$ cat src/rtl/acq_sequencer_if.sv
// Host link bundle for the acquisition sequencer.
//   rxValid/rx : 32-bit command word strobe from host (opcode [31:24], arg [23:0])
//   tx/txValid/txReady : outgoing data/status word, valid/ready handshake
// master = host side, slave = sequencer side.
interface acq_sequencer_if;
  localparam int unsigned WordW = 32;

  logic             rxValid;
  logic [WordW-1:0] rx;
  logic [WordW-1:0] tx;
  logic             txValid;
  logic             txReady;

  modport master (
    output rxValid,
    output rx,
    output txReady,
    input  tx,
    input  txValid
  );

  modport slave (
    input  rxValid,
    input  rx,
    input  txReady,
    output tx,
    output txValid
  );
endinterface

$ cat src/rtl/acq_sequencer.sv
// Single-pixel-imaging acquisition sequencer.
// For each of nPix patterns: pulse dmdTrig/cntClear, wait settleLen cycles,
// gate the photon counter for gateLen cycles, latch the count and stream it
// to the host; a final 0xFFFF_FFFF word marks the end of the run.
// Ports:
//   clk, rst_n   : clock, synchronous active-low reset
//   host (slave) : command words in (rxValid/rx), data words out (tx/txValid/txReady)
//   dmdTrig      : one-cycle pattern-advance pulse
//   cntClear     : one-cycle photon counter clear
//   cntEn        : photon counter gate
//   cntValue     : photon counter value, valid the cycle after cntEn falls
//   busy         : high whenever the sequencer is not idle
module acq_sequencer #(
  parameter int unsigned GATE_DEFAULT   = 1000,
  parameter int unsigned SETTLE_DEFAULT = 64,
  parameter int unsigned NPIX_DEFAULT   = 1024
) (
  input  logic                  clk,
  input  logic                  rst_n,
  acq_sequencer_if.slave        host,
  output logic                  dmdTrig,
  output logic                  cntClear,
  output logic                  cntEn,
  input  logic [31:0]           cntValue,
  output logic                  busy
);

  localparam int unsigned WordW = 32;
  localparam int unsigned ArgW  = 24;
  localparam int unsigned OpW   = 8;

  localparam logic [OpW-1:0] OpSetGate   = 8'h01;
  localparam logic [OpW-1:0] OpSetSettle = 8'h02;
  localparam logic [OpW-1:0] OpSetNpix   = 8'h03;
  localparam logic [OpW-1:0] OpStart     = 8'h10;
  localparam logic [OpW-1:0] OpAbort     = 8'h1F;
  localparam logic [OpW-1:0] OpStatus    = 8'h20;

  localparam logic [WordW-1:0] EndMarker = 32'hFFFF_FFFF;
  localparam logic [WordW-1:0] CountMax  = 32'hFFFF_FFFE;

  typedef enum logic [3:0] {
    IDLE   = 4'd0,
    TRIG   = 4'd1,
    SETTLE = 4'd2,
    GATE   = 4'd3,
    LATCH  = 4'd4,
    SEND   = 4'd5,
    END    = 4'd6
  } state_e;

  state_e           state_q, state_d;
  logic [WordW-1:0] tx_q, tx_d;
  logic             txValid_q, txValid_d;
  logic [ArgW-1:0]  gateLen_q, gateLen_d;
  logic [ArgW-1:0]  settleLen_q, settleLen_d;
  logic [ArgW-1:0]  nPix_q, nPix_d;
  logic [ArgW-1:0]  pixIdx_q, pixIdx_d;
  logic             errFlag_q, errFlag_d;
  logic [ArgW-1:0]  cnt_q, cnt_d;
  logic             dmdTrig_q, dmdTrig_d;
  logic             cntClear_q, cntClear_d;
  logic             cntEn_q, cntEn_d;
  logic             busy_q, busy_d;

  logic [OpW-1:0]   opcode;
  logic [ArgW-1:0]  arg;
  logic             is_idle;
  logic             tx_accept;
  logic [ArgW-1:0]  pixIdx_inc;

  assign opcode     = host.rx[WordW-1:ArgW];
  assign arg        = host.rx[ArgW-1:0];
  assign is_idle    = (state_q == IDLE);
  assign tx_accept  = txValid_q && host.txReady;
  assign pixIdx_inc = pixIdx_q + ArgW'(1);

  // State, registers and registered outputs
  always_ff @(posedge clk) begin
    if (!rst_n) begin
      state_q     <= IDLE;
      tx_q        <= '0;
      txValid_q   <= 1'b0;
      gateLen_q   <= ArgW'(GATE_DEFAULT);
      settleLen_q <= ArgW'(SETTLE_DEFAULT);
      nPix_q      <= ArgW'(NPIX_DEFAULT);
      pixIdx_q    <= '0;
      errFlag_q   <= 1'b0;
      cnt_q       <= '0;
      dmdTrig_q   <= 1'b0;
      cntClear_q  <= 1'b0;
      cntEn_q     <= 1'b0;
      busy_q      <= 1'b0;
    end else begin
      state_q     <= state_d;
      tx_q        <= tx_d;
      txValid_q   <= txValid_d;
      gateLen_q   <= gateLen_d;
      settleLen_q <= settleLen_d;
      nPix_q      <= nPix_d;
      pixIdx_q    <= pixIdx_d;
      errFlag_q   <= errFlag_d;
      cnt_q       <= cnt_d;
      dmdTrig_q   <= dmdTrig_d;
      cntClear_q  <= cntClear_d;
      cntEn_q     <= cntEn_d;
      busy_q      <= busy_d;
    end
  end

  // Next-state, command decode and output decode
  always_comb begin
    state_d     = state_q;
    tx_d        = tx_q;
    txValid_d   = txValid_q;
    gateLen_d   = gateLen_q;
    settleLen_d = settleLen_q;
    nPix_d      = nPix_q;
    pixIdx_d    = pixIdx_q;
    errFlag_d   = errFlag_q;
    cnt_d       = cnt_q;

    // A word draining in IDLE can only be a status word; its acceptance clears errFlag
    if (is_idle && tx_accept) begin
      txValid_d = 1'b0;
      errFlag_d = 1'b0;
    end

    case (state_q)
      IDLE: ;
      TRIG: begin
        if (settleLen_q == '0) begin
          state_d = GATE;
          cnt_d   = gateLen_q - ArgW'(1);
        end else begin
          state_d = SETTLE;
          cnt_d   = settleLen_q - ArgW'(1);
        end
      end
      SETTLE: begin
        if (cnt_q == '0) begin
          state_d = GATE;
          cnt_d   = gateLen_q - ArgW'(1);
        end else begin
          cnt_d = cnt_q - ArgW'(1);
        end
      end
      GATE: begin
        if (cnt_q == '0) begin
          state_d = LATCH;
        end else begin
          cnt_d = cnt_q - ArgW'(1);
        end
      end
      LATCH: begin
        // 0xFFFF_FFFF is reserved for the end-of-run marker
        tx_d      = (cntValue == EndMarker) ? CountMax : cntValue;
        txValid_d = 1'b1;
        state_d   = SEND;
      end
      SEND: begin
        if (tx_accept) begin
          pixIdx_d = pixIdx_inc;
          if (pixIdx_inc == nPix_q) begin
            state_d   = END;
            tx_d      = EndMarker;
            txValid_d = 1'b1;
          end else begin
            state_d   = TRIG;
            txValid_d = 1'b0;
          end
        end
      end
      END: begin
        if (tx_accept) begin
          txValid_d = 1'b0;
          state_d   = IDLE;
        end
      end
      default: state_d = IDLE;
    endcase

    // Host commands override the sequencing above
    if (host.rxValid) begin
      case (opcode)
        OpSetGate: begin
          if (!is_idle) errFlag_d = 1'b1;
          else          gateLen_d = (arg == '0) ? ArgW'(1) : arg;
        end
        OpSetSettle: begin
          if (!is_idle) errFlag_d   = 1'b1;
          else          settleLen_d = arg;
        end
        OpSetNpix: begin
          if (!is_idle) errFlag_d = 1'b1;
          else          nPix_d    = arg;
        end
        OpStart: begin
          // A pending status word must drain first, or LATCH would overwrite it
          if (!is_idle || txValid_q) begin
            errFlag_d = 1'b1;
          end else begin
            pixIdx_d = '0;
            if (nPix_q == '0) begin
              state_d   = END;
              tx_d      = EndMarker;
              txValid_d = 1'b1;
            end else begin
              state_d = TRIG;
            end
          end
        end
        OpAbort: begin
          if (!is_idle) begin
            state_d   = IDLE;
            txValid_d = 1'b0;
          end
        end
        OpStatus: begin
          if (!is_idle || txValid_q) begin
            errFlag_d = 1'b1;
          end else begin
            tx_d      = {state_q, errFlag_q, 3'b000, pixIdx_q};
            txValid_d = 1'b1;
          end
        end
        default: errFlag_d = 1'b1;
      endcase
    end

    // Outputs are decoded from the next state so they register alongside it
    dmdTrig_d  = (state_d == TRIG);
    cntClear_d = (state_d == TRIG);
    cntEn_d    = (state_d == GATE);
    busy_d     = (state_d != IDLE);
  end

  assign host.tx      = tx_q;
  assign host.txValid = txValid_q;
  assign dmdTrig      = dmdTrig_q;
  assign cntClear     = cntClear_q;
  assign cntEn        = cntEn_q;
  assign busy         = busy_q;

endmodule
$ cat src/flat_wrapper.sv
// flat-port wrapper written by rule: the top's interface ports become plain ports
module acq_sequencer_flat 
#(
  parameter int unsigned GATE_DEFAULT   = 1000,
  parameter int unsigned SETTLE_DEFAULT = 64,
  parameter int unsigned NPIX_DEFAULT   = 1024
)
  (clk, rst_n, dmdTrig, cntClear, cntEn, cntValue, busy, host_rxValid, host_rx, host_txReady, host_tx, host_txValid);
  acq_sequencer_if host_i ();
  input  logic clk;
  input  logic rst_n;
  output logic dmdTrig;
  output logic cntClear;
  output logic cntEn;
  input  logic [31:0] cntValue;
  output logic busy;
  input wire logic [$bits(host_i.rxValid)-1:0] host_rxValid;
  input wire logic [$bits(host_i.rx)-1:0] host_rx;
  input wire logic [$bits(host_i.txReady)-1:0] host_txReady;
  output wire logic [$bits(host_i.tx)-1:0] host_tx;
  output wire logic [$bits(host_i.txValid)-1:0] host_txValid;
  assign host_i.rxValid = host_rxValid;
  assign host_i.rx = host_rx;
  assign host_i.txReady = host_txReady;
  assign host_tx = host_i.tx;
  assign host_txValid = host_i.txValid;
  acq_sequencer #(.GATE_DEFAULT(GATE_DEFAULT), .SETTLE_DEFAULT(SETTLE_DEFAULT), .NPIX_DEFAULT(NPIX_DEFAULT)) u_core (.clk(clk), .rst_n(rst_n), .host(host_i), .dmdTrig(dmdTrig), .cntClear(cntClear), .cntEn(cntEn), .cntValue(cntValue), .busy(busy));
endmodule
$ cat config.mk
export PLATFORM = sky130hd
export DESIGN_NAME = acq_sequencer_flat
export DESIGN_NICKNAME = d
export VERILOG_FILES = /design/src/rtl/acq_sequencer_if.sv /design/src/rtl/acq_sequencer.sv /design/src/flat_wrapper.sv
export SDC_FILE = /design/constraint.sdc
export NUM_CORES = 1
export LEC_CHECK = 0
export ABC_AREA = 1
export BUFFER_PORTS_ARGS = -buffer_cell sky130_fd_sc_hd__buf_2
export CAP_MARGIN = 20
export CORE_MARGIN = 8
export CORE_UTILIZATION = 50
export CTS_CLUSTER_SIZE = 14
export DETAILED_ROUTE_END_ITERATION = 8
export PLACE_DENSITY = 0.78
export SLEW_MARGIN = 20
export SYNTH_ARGS = -nofsm -noshare
export SYNTH_HDL_FRONTEND = slang
export SYNTH_SLANG_ARGS = --single-unit
$ cat constraint.sdc
create_clock -name clk -period 5.5 [get_ports clk]
set_input_delay 0.55 -clock clk [delete_from_list [all_inputs] [get_ports clk]]
set_output_delay 0.55 -clock clk [all_outputs]
set_load 0.02 [all_outputs]
# Yosys cells after proc, flatten, opt, wreduce, memory -nomap -nowiden
# Index checks and enable logic that the tools add are counted.
[classes]
add_sub_neg = 4
eq_ne = 17
muxes = 47
reduce_logical = 17
[ops]
columns = ["op", "n"]
rows = [
  ["$mux 32", 7],
  ["$mux 24", 9],
  ["$pmux 32 s2", 2],
  ["$logic_not 24->1", 4],
  ["$pmux 24 s3", 1],
  ["$sub 24x1->24 const B", 3],
  ["$eq 32x32->1 const B", 1],
  ["$mux 4", 7],
  ["$pmux 4 s7", 1],
  ["$add 24x1->24 const B", 1],
  ["$eq 24x24->1", 1],
  ["$eq 8x2->1 const B", 2],
  ["$eq 8x5->1 const B", 2],
  ["$mux 1", 14],
  ["$eq 4x2->1 const B", 3],
  ["$eq 4x3->1 const B", 3],
  ["$pmux 1 s3", 3],
  ["$reduce_and 3->1", 3],
  ["$eq 4x1->1 const B", 2],
  ["$eq 8x1->1 const B", 1],
  ["$eq 8x6->1 const B", 1],
  ["$pmux 4 s2", 1],
  ["$mux 3", 2],
  ["$logic_not 4->1", 1],
  ["9 further kinds", 10],
]
[word_totals]
ff_bits = 161
out_inout_bits = 37

# Longest topological paths before layout
# Gate-level depths: netlist (run 1).
[depth]
depth_word = 9
depth_mapped = 20

# Worst setup path before layout (run 1)
# OpenSTA, ideal clock, no wires.
[synth_timing]
kind = "flip-flop to flip-flop"
startpoint = "reg u_core.pixIdx_q[0]"
endpoint = "reg u_core.tx_q[28] (netlist: u_core.host.tx[28])"
setup_time_ns = 0.070
arrival_ns = 2.103
t_required_ns = 5.430
slack_ns = 3.327
stages_incl_launch_ff = 17
path_cell_list = "dfxtp_1 ha_1 nand2_2 nor2_8 nand2_2 o21ai_2 nand2_1 nand2_1 nand2_1 nor2_1 nand3b_1 nor2_2 nand3_4 buf_6 nand3b_1 nand2_1 a21oi_1"
[synth_via]
elab_chain_len = 9
elab_cells_between_ends = 10
cone_classes = "1 x add/sub; 1 x eq/ne; 8 x mux"
[synth_lines]
columns = ["item", "line_no", "text"]
rows = [
  ["start, declared", "acq_sequencer.sv:58", "logic [ArgW-1:0] pixIdx_q, pixIdx_d;"],
  ["start signal, assigned", "acq_sequencer.sv:101", "pixIdx_q <= pixIdx_d;"],
  ["$add 24x1->24 *", "acq_sequencer.sv:76", "assign pixIdx_inc = pixIdx_q + ArgW'(1);"],
  ["$eq 24x24->1 *", "acq_sequencer.sv:164", "if (pixIdx_inc == nPix_q) begin"],
  ["$mux 32 *", "acq_sequencer.sv:164", ""],
  ["$mux 32 *", "acq_sequencer.sv:162", "if (tx_accept) begin"],
  ["$pmux 32 s2 *", "acq_sequencer.sv:129", "case (state_q)"],
  ["$mux 32", "acq_sequencer.sv:204", "if (nPix_q == '0) begin"],
  ["$mux 32", "acq_sequencer.sv:200", "if (!is_idle || txValid_q) begin"],
  ["$pmux 32 s2", "acq_sequencer.sv:185", "case (opcode)"],
  ["$mux 32 *", "acq_sequencer.sv:184", "if (host.rxValid) begin"],
  ["end signal, assigned", "acq_sequencer.sv:96", "tx_q <= tx_d;"],
  ["end, declared", "acq_sequencer.sv:53", "logic [WordW-1:0] tx_q, tx_d;"],
]
# Every way passes the cells marked *; elsewhere a longest branch is shown, timed or not.
# A chain may end at the register's enable or synchronous reset.

# Worst setup path in the final report (run 1)
[layout_timing]
startpoint = "reg u_core.state_q[0]"
endpoint = "reg u_core.pixIdx_q[10]"
[layout_via]
elab_chain_len = 6
elab_cells_between_ends = 8
cone_classes = "1 x eq/ne; 4 x mux; 3 x reduce/logical"
[layout_lines]
columns = ["item", "line_no", "text"]
rows = [
  ["start, declared", "acq_sequencer.sv:52", "state_e state_q, state_d;"],
  ["start signal, assigned", "acq_sequencer.sv:95", "state_q <= state_d;"],
  ["$logic_not 4->1", "acq_sequencer.sv:74", "assign is_idle = (state_q == IDLE);"],
  ["$logic_not 1->1", "-", ""],
  ["$logic_or 1x1->1", "acq_sequencer.sv:200", ""],
  ["$mux 24", "acq_sequencer.sv:200", ""],
  ["$mux 24", "acq_sequencer.sv:185", ""],
  ["$mux 24 *", "acq_sequencer.sv:184", ""],
]
# Marked as above.

==> results of run 1 <==
==> flip-flops by register name, indices dropped and copies added (netlist names) <==
| register | count |
|---|---|
| u_core.cntEn | 1 |
| u_core.cntClear | 1 |
| u_core.gateLen_q | 24 |
| u_core.host.tx | 32 |
| u_core.state_q | 4 |
| u_core.busy | 1 |
| u_core.host.txValid | 1 |
| u_core.pixIdx_q | 24 |
| u_core.errFlag_q | 1 |
| u_core.settleLen_q | 24 |
| u_core.nPix_q | 24 |
| u_core.cnt_q | 24 |
==> cells in the final DEF (no fill, tap or decap), types with 4 or more instances in the layout <==
| master | n |
|---|---|
| nor3_1 | 26 |
| xnor2_1 | 6 |
| a21oi_1 | 160 |
| dfxtp_1 | 161 |
| or2_2 | 4 |
| o21ai_0 | 145 |
| nor2_2 | 7 |
| a31oi_1 | 21 |
| o31ai_1 | 29 |
| inv_1 | 218 |
| a22o_1 | 4 |
| nor4_1 | 17 |
| nand2_2 | 5 |
| nor2_1 | 172 |
| buf_2 | 104 |
| clkinvlp_4 | 4 |
| a211oi_1 | 4 |
| clkbuf_16 | 17 |
| buf_4 | 10 |
| nor2_4 | 4 |
| nand2_1 | 355 |
| nand3b_1 | 11 |
| clkinv_1 | 7 |
| xor2_1 | 32 |
| nand4_1 | 29 |
| ha_1 | 6 |
| inv_2 | 6 |
| nand3_1 | 131 |
| o211ai_1 | 9 |
==> power by group through the flow <==
stage | combinational [mW] | clock [mW] | sequential, mW
2_1_floorplan | 0.0457 | 0 | 1.19
3_3_place_gp | 0.100 | 0 | 1.19
3_5_place_dp | 0.101 | 0 | 1.19
4_1_cts | 0.101 | 1.19 | 1.17
5_1_grt | 0.111 | 1.24 | 1.17
6_report | 0.103 | 1.18 | 1.17
==> metrics by stage <==
step	cells	power [mW]	utilization [%]	worst slack, ns
floorplan	1662	1.24	-	3.33
global placement	1982	1.30	54.3	1.87
detailed placement	1982	1.30	54.3	1.83
CTS	2011	2.46	57.1	1.81
global route	2013	2.51	57.2	1.26
finish	2013	2.45	57.2	1.77
==> per-layer routing <==
layer / track usage, % / routed length, µm
met3: 5.19 / 3420
met2: 38.3 / 14500
met5: 0 / 0
met4: 8.79 / 801
met1: 35.2 / 15100
==> cell families (layout without fill, tap and decap cells) <==
group | Yosys count | count (layout) | synth area share, %
and+or+nand+nor | 769 | 769 | 32.6
AOI/OAI and AO/OA | 390 | 390 | 20.7
buffers and inverters | 294 | 375 | 10.9
DFF | 161 | 161 | 31.1
xor gates and xnor gates | 41 | 41 | 3.87
adders and majority gates | 6 | 6 | 0.725
other | 1 | 1 | 0.0362
==> final timing paths <==
check	to	cells past startpoint	slack, ns
max	u_core.pixIdx_q[10]$_SDFF_PN0_	7	1.77
min	u_core.gateLen_q[7]$_SDFFE_PN1P_	3	0.41
max reg2reg	u_core.pixIdx_q[10]$_SDFF_PN0_	7	1.77
min reg2reg	u_core.errFlag_q$_SDFF_PN0_	2	0.47
==> worst max-delay path, delay by kind of cell (launching register included) <==
family	cells	cell delay, ns
buf+inv	3	1.57
simple gates	2	0.92
flops	1	0.69
compound gates	2	0.42
==> cell type report <==
| cell class | instances | share of cell area, % |
|---|---|---|
| sequential | 161 | 27.8 |
| timing repair buffer | 115 | 5.23 |
| multi-input combinational | 1207 | 51.7 |
| clock buffer | 21 | 3.97 |
| tap | 270 | 2.91 |
| inverter | 231 | 7.47 |
| clock inverter | 8 | 0.927 |
==> flow_summary.yaml, run 1 <==
synth:
  ys_top_cells_by_area: "dfxtp_1 31%, nand2_1 13%, inv_1 7.9%"
  synth_top_area_cell: "dfxtp_1"
  synth_seq_cells: 161
  yosys-top-cells-count: "355 x nand2_1, 218 x inv_1, 173 x nor2_1, 161 x dfxtp_1, 160 x a21oi_1"
  ys_seq_area_share_pct: 31.1
  synth-edff-count: 0
  synthesis.area_um2: 10400
  synth_warnings: 0
  synth_cells: 1662
  synth_most_common_cell: "nand2_1"
  synth_top_area_share_pct: 31.1
  syn_nets: 1736
  synth_flop_cell: "dfxtp_1"
  ys_types: 50
  avgSynthCellArea_um2: 6.23
  async_flop_share_pct: 0
clock_network:
  insertion_delay_ns: 0.43
  cts_sinks: 161
  htree_num_levels: 4
  cts_tree: "done"
  post_cts_buffers: 0
  cts_root_buf: "clkbuf_16"
  clockBufferDepth: 2
  cts_resized: 0
  clk_pin_slew_worst_paths_ns: 0.06
  cts_inserted_buffers: 17
  cts_hold_buf: 0
routing:
  post_drt_wl_per_cell_um: 16.8
  drcViolationCount: 0
  routed_wl_um: 33800
  vias: 11500
  vias_per_cell: 5.72
  drt-pass1-iter-count: 6
  drt_first_iter_violations: 1354
  ant_nets: 0
die:
  coreArea_um2: 20300
  die_h_um: 160
  die_x_um: 160
  start_util_pct: 51.0
  rows: 52
  pin_count: 105
  dieArea_um2: 25600
layout:
  nets: 1807
  num_antenna_cells: 0
  drive_above_1_share_pct: 10.1
  seqCellArea_um2: 3220
  fillCellCount: 2054
  final_cell_area_um2: 11600
  multiInputGateArea_um2: 6000
  areaGrowthSynthToFinish_pct: 12.1
grt:
  grt-ovfl-total: 0
  antenna_found_initial: 0
  grt_max_degree: 84
  grt_pass1_wl_um: 53500
  grt_usage_pct: 25.4
  grt_pass1_vias: 10400
sta:
  period_minus_slack_ns: 3.73
  final-setup-viol-count: 0
  hold_viol: 0
  period_share_pct: 67.8
  rsz0062_at_grt: "false"
  maxSlewViolCount: 0
  hold_ws_ns: 0.407
  fin_tns_setup_ns: 0
  worst_slew_pin_slew_ns: 1.02
  clock_skew_ns: 0.00697
  slew_headroom_pct: 31.9
  fmax_mhz: 268
power_and_ir_drop:
  pwr-share-seq_pct: 47.6
  p_leak_nw: 5.23
  vdd_drop_max_mv: 0.229
  power.internal_mw: 1.89
  p_clk_share_pct: 48.2
  power_switching_mw: 0.567
  swShare_pct: 23.1
  comb_power_share_pct: 4.2
  pwr_density_cell_nw_per_um2: 211
critical_path:
  end_kind: "register"
  critical_path_required_ns: 5.80
  start_kind: "register"
  path_cells: "clkinv_1 > nor2_1 > inv_1 > nor3_4 > clkinv_1 > o21ai_0 > a21oi_1"
  slowest_delay_ns: 0.73
  critPathLaunch: "u_core.state_q[0]$_SDFF_PN0_"
  cpMostUsedCell: "clkinv_1"
  cp.arrival_ns: 4.03
  rr_startpoint: "u_core.state_q[0]$_SDFF_PN0_"
  setup.worst_path.class: "register to register"
  worstPathMaxFanout: 27
  slowest_stage: "clkinv_1"
placed_design:
  port_buffers: 104
  post-dp-hpwl_um: 25700
  dpl_cell_area_um2: 11000
  gp_congestion: 0.943
run_status:
  status: "completed"
min_path:
  min-delay-start: "host_rx[7]"
  worstHoldPathType: "primary input to register"
flow_run:
  maxCapViolCount: 0
Power figures use the tool's default switching activity.
==> run 2: changes to the inputs <==
Clock period 5.5 ns to 3.9 ns, I/O delays scaled along.
==> run 2 against run 1 <==
  * Clock power is 47% higher
  * Register-to-register slack worse by 0.89 ns
  * Combinational power is 45% higher
  * Via count is 0.23% lower
  * Clock skew is 0.0018 ns higher
  * Count of clock-buffer cells in the layout is 4 lower
  * Setup slack worse by 0.89 ns
  * Die area stayed put
  * Critical endpoint is now u_core.cnt_q[0]$_SDFFE_PN0P_
  * Highest routed layer unchanged
==> flow_summary.yaml, run 2 (synthesis results as in run 1) <==
placed_design:
  port_buffers: 104
  place_ws_ns: 0.992
  dpl_cell_area_um2: 11100
  gp_congestion: 0.945
  post-dp-hpwl_um: 25500
power_and_ir_drop:
  pwr_density_cell_nw_per_um2: 303
  swShare_pct: 24.8
  comb_power_share_pct: 4.2
  power_switching_mw: 0.878
  pwr-share-seq_pct: 46.6
  vdd_drop_max_mv: 0.299
  p_clk_share_pct: 49.2
  p_leak_nw: 5.28
  power.internal_mw: 2.66
critical_path:
  start_kind: "register"
  end_kind: "register"
  worstPathMaxFanout: 16
  cp.arrival_ns: 3.30
  setup.worst_path.class: "register to register"
  critical_path_required_ns: 4.18
routing:
  drt_first_iter_violations: 1459
  dr_wl_met2_um: 14300
  drcViolationCount: 0
  drt-pass1-iter-count: 6
  post_drt_wl_per_cell_um: 16.6
  highest_layer: "met4"
  vias_per_cell: 5.69
  met3WireLength_um: 3580
  wl_met1_um: 15100
  ant_nets: 0
  routed_wl_um: 33600
  vias: 11500
die:
  die_h_um: 160
  pin_count: 105
  rows: 52
  coreArea_um2: 20300
  die_x_um: 160
  start_util_pct: 51.0
  dieArea_um2: 25600
layout:
  final_cell_area_um2: 11700
  fillCellCount: 2003
  num_antenna_cells: 0
  layout_common_cells: "355 x nand2_1, 218 x inv_1, 172 x nor2_1"
  areaGrowthSynthToFinish_pct: 12.7
  largest_reg_flops: 32
  drive_above_1_share_pct: 10.6
  nets: 1812
  final_common_cell: "nand2_1"
grt:
  grt-ovfl-total: 0
  grt_max_degree: 54
  grt_usage_pct: 25.2
  antenna_found_initial: 0
  grt_pass1_vias: 10200
  grt_pass1_wl_um: 53000
sta:
  maxSlewViolCount: 0
  period_minus_slack_ns: 3.02
  worst_slew_pin_slew_ns: 1.03
  finalWorstSetupSlack_ns: 0.880
  slew_headroom_pct: 31.1
  hold_viol: 0
  rsz0062_at_grt: "false"
  fin_tns_setup_ns: 0
  period_share_pct: 77.4
  final-setup-viol-count: 0
  fmax_mhz: 331
  clock_skew_ns: 0.00872
min_path:
  worstHoldPathType: "primary input to register"
clock_network:
  cts_tree: "done"
  insertion_delay_ns: 0.44
  cts_resized: 0
  htree_num_levels: 4
  clk_pin_slew_worst_paths_ns: 0.07
  cts_inserted_buffers: 17
  post_cts_buffers: 0
  cts_root_buf: "clkbuf_16"
  cts_sinks: 161
  cts_hold_buf: 0
  clockBufferDepth: 2
run_status:
  status: "completed"
flow_run:
  maxCapViolCount: 0
run 2: cell types whose count changed in the layout (fill, tap and decap cells not counted), sizes merged:
cell,previous run,this run
inv,225,232
buf,115,120
clkbuf,21,17
clkinv,8,10
clkinvlp,4,2
run 2: metal layers:
layer  track usage (%)  vias to the layer above
li1                  -                     5657
met1              35.7                     5220
met2              37.4                      567
met3              5.40                       49
met4              7.60                        0
met5                 0                        -
run 2: layout make-up:
| class | count | area, µm² | share of cell area, % |
|---|---|---|---|
| Clock buffer | 17 | 425 | 3.65 |
| Clock inverter | 15 | 173 | 1.48 |
| Inverter | 231 | 867 | 7.43 |
| Multi-Input combinational cell | 1207 | 6000 | 51.4 |
| Sequential cell | 161 | 3220 | 27.6 |
| Tap cell | 270 | 338 | 2.90 |
| Timing Repair Buffer | 120 | 641 | 5.49 |
run 2: final timing paths:
check / startpoint / endpoint / slack, ns / cells past startpoint
max reg2reg: u_core.state_q[3]$_SDFF_PN0_ / u_core.cnt_q[0]$_SDFFE_PN0P_ / 0.88 / 10
min: host_rx[7] / u_core.gateLen_q[7]$_SDFFE_PN1P_ / 0.21 / 3
max: u_core.state_q[3]$_SDFF_PN0_ / u_core.cnt_q[0]$_SDFFE_PN0P_ / 0.88 / 10
min reg2reg: u_core.errFlag_q$_SDFF_PN0_ / u_core.errFlag_q$_SDFF_PN0_ / 0.48 / 2
run 2: per-stage QoR:
step / util, % / power, mW / hold WS (ns) / std cells
CTS: 57.4 / 3.54 / 0.207 / 2020
global placement: 54.5 / 1.83 / 0.456 / 1988
global route: 57.5 / 3.62 / 0.206 / 2021
detailed placement: 54.5 / 1.83 / 0.464 / 1988
finish: 57.5 / 3.53 / 0.207 / 2021
floorplan: - / 1.75 / 0.444 / 1662
run 2: critical path: stages (launching register included):
cell and delay (ns):
dfxtp_1 0.31, nor2_1 0.19, inv_1 0.13, nor3_1 0.30
nand2_1 0.09, nand2_1 0.44, clkinv_1 0.42, nand2_1 0.27
inv_1 0.25, a221oi_1 0.37, a211oi_1 0.08
run 2: power by group through the flow:
| stage | clock network [mW] | logic [mW] | registers, mW |
|---|---|---|---|
| CTS | 1.75 | 0.146 | 1.65 |
| finish | 1.74 | 0.149 | 1.65 |
| global route | 1.81 | 0.160 | 1.65 |
| floorplan | 0 | 0.0644 | 1.68 |
| detailed placement | 0 | 0.145 | 1.68 |
| global placement | 0 | 0.144 | 1.68 |
==> run 3: changes to the inputs <==
Clock period 3.9 ns to 3.1 ns, I/O delays scaled along.
==> run 3 against run 2 <==
  * Register-to-register slack lost 0.69 ns
  * Hold slack lost 0.072 ns
  * Critical endpoint is now u_core.host.tx[18]$_SDFF_PN0_
  * Power grew 32%
  * Highest routed layer unchanged
==> flow_summary.yaml, run 3 (synthesis results as in run 1) <==
critical_path:
  end_kind: "register"
  worstPathMaxFanout: 14
  reg2regPathDepth: 17
  setup.worst_path.class: "register to register"
  cp.arrival_ns: 3.27
  critical_path_required_ns: 3.46
  start_kind: "register"
clock_network:
  clockBufferDepth: 2
  cts_tree: "done"
  clk_pin_slew_worst_paths_ns: 0.07
  htree_num_levels: 4
  post_cts_buffers: 0
  cts_root_buf: "clkbuf_16"
  cts_inserted_buffers: 17
  insertion_delay_ns: 0.44
  cts_sinks: 161
  cts_hold_buf: 0
min_path:
  worstHoldPathType: "primary input to register"
  holdPathStages: 3
power_and_ir_drop:
  vdd_drop_max_mv: 0.383
  p_leak_nw: 5.36
  finalPower_mw: 4.65
  pwr_density_cell_nw_per_um2: 394
routing:
  drt_first_iter_violations: 1366
  post_drt_wl_per_cell_um: 17.2
  drcViolationCount: 0
  ant_nets: 0
  drt-pass1-iter-count: 5
  routed_wl_um: 34900
  vias: 11600
  vias_per_cell: 5.73
placed_design:
  gp_congestion: 0.953
  port_buffers: 104
  post-dp-hpwl_um: 26500
sta:
  hold_viol: 0
  maxSlewViolCount: 0
  hold_ws_ns: 0.135
  rsz0062_at_grt: "false"
  period_share_pct: 93.8
  period_minus_slack_ns: 2.91
  worst_slew_pin_slew_ns: 1.05
  clock_skew_ns: 0.0193
  final-setup-viol-count: 0
  fin_tns_setup_ns: 0
  slew_headroom_pct: 29.7
  fmax_mhz: 344
layout:
  drive_above_1_share_pct: 11.1
  final_common_cell: "nand2_1"
  areaGrowthSynthToFinish_pct: 14.2
  largest_reg_flops: 32
  layout_common_cells: "355 x nand2_1, 218 x inv_1, 172 x nor2_1"
  nets: 1821
run_status:
  status: "completed"
grt:
  grt_pass1_wl_um: 55600
  antenna_found_initial: 0
  grt_pass1_vias: 10600
  grt-ovfl-total: 0
  grt_usage_pct: 26.3
  grt_max_degree: 82
die:
  die_h_um: 160
  coreArea_um2: 20300
  pin_count: 105
  rows: 52
  start_util_pct: 51.0
  dieArea_um2: 25600
  die_x_um: 160
flow_run:
  maxCapViolCount: 0
run 3: final timing paths:
path	from	endpoint	slack, ns
worst min register to register	u_core.errFlag_q$_SDFF_PN0_	u_core.errFlag_q$_SDFF_PN0_	0.48
worst min-delay path	host_rx[7]	u_core.gateLen_q[7]$_SDFFE_PN1P_	0.14
worst max register to register	u_core.pixIdx_q[1]$_SDFF_PN0_	u_core.host.tx[18]$_SDFF_PN0_	0.19
worst max-delay path	u_core.pixIdx_q[1]$_SDFF_PN0_	u_core.host.tx[18]$_SDFF_PN0_	0.19
run 3: final cells by class:
| cell class | instances | area (µm²) |
|---|---|---|
| fill | 2042 | 8480 |
| clock buffer | 17 | 425 |
| inverter | 231 | 871 |
| timing repair buffer | 128 | 701 |
| tap | 270 | 338 |
| sequential | 161 | 3220 |
| multi-input combinational | 1208 | 6020 |
| clock inverter | 15 | 236 |
| antenna | 1 | 2.50 |
run 3: per-stage QoR:
step	setup WS (ns)	instance area (µm²)	cells	util (%)
final	0.192	11800	2031	58.2
after global routing	0.0296	11800	2030	58.2
after CTS	0.215	11800	2029	58.1
after detailed placement	0.249	11100	1997	54.8
after global placement	0.321	11100	1997	54.8
after floorplan	0.927	10400	1662	-
run 3: worst max-delay path, stage by stage (launching register included):
cell and delay, ns:
dfxtp_1 0.43, ha_1 0.25, nand2_2 0.13, nor2_8 0.21, nand2_2 0.13, nor2_2 0.14
nand2_1 0.10, nand3_1 0.12, nand2_1 0.07, nor2_1 0.14, nand2_1 0.08, clkinv_1 0.04
nand2_1 0.10, nor2_4 0.18, nand3_2 0.31, nand3b_1 0.22, a21oi_1 0.08, nor2_1 0.09
run 3: report_power, final:
group | leakage [nW] | internal (mW) | switching (mW)
Sequential | 1.30 | 2.07 | 0.00201
Combinational | 3.74 | 0.0609 | 0.130
Clock | 0.326 | 1.40 | 0.991
Total | 5.36 | 3.53 | 1.12
run 3: routing by layer:
metal | up-vias | wire length, µm | track usage (%)
met5 | - | 0 | 0
met4 | 0 | 681 | 7.73
met3 | 53 | 3500 | 4.94
met2 | 597 | 15000 | 39.9
met1 | 5308 | 15700 | 37.0
li1 | 5674 | - | -
run 3: what timing repair did:
action	CTS	global route
resized for setup	0	3
endpoints found under the setup margin	0	3
hold endpoints to repair	0	0
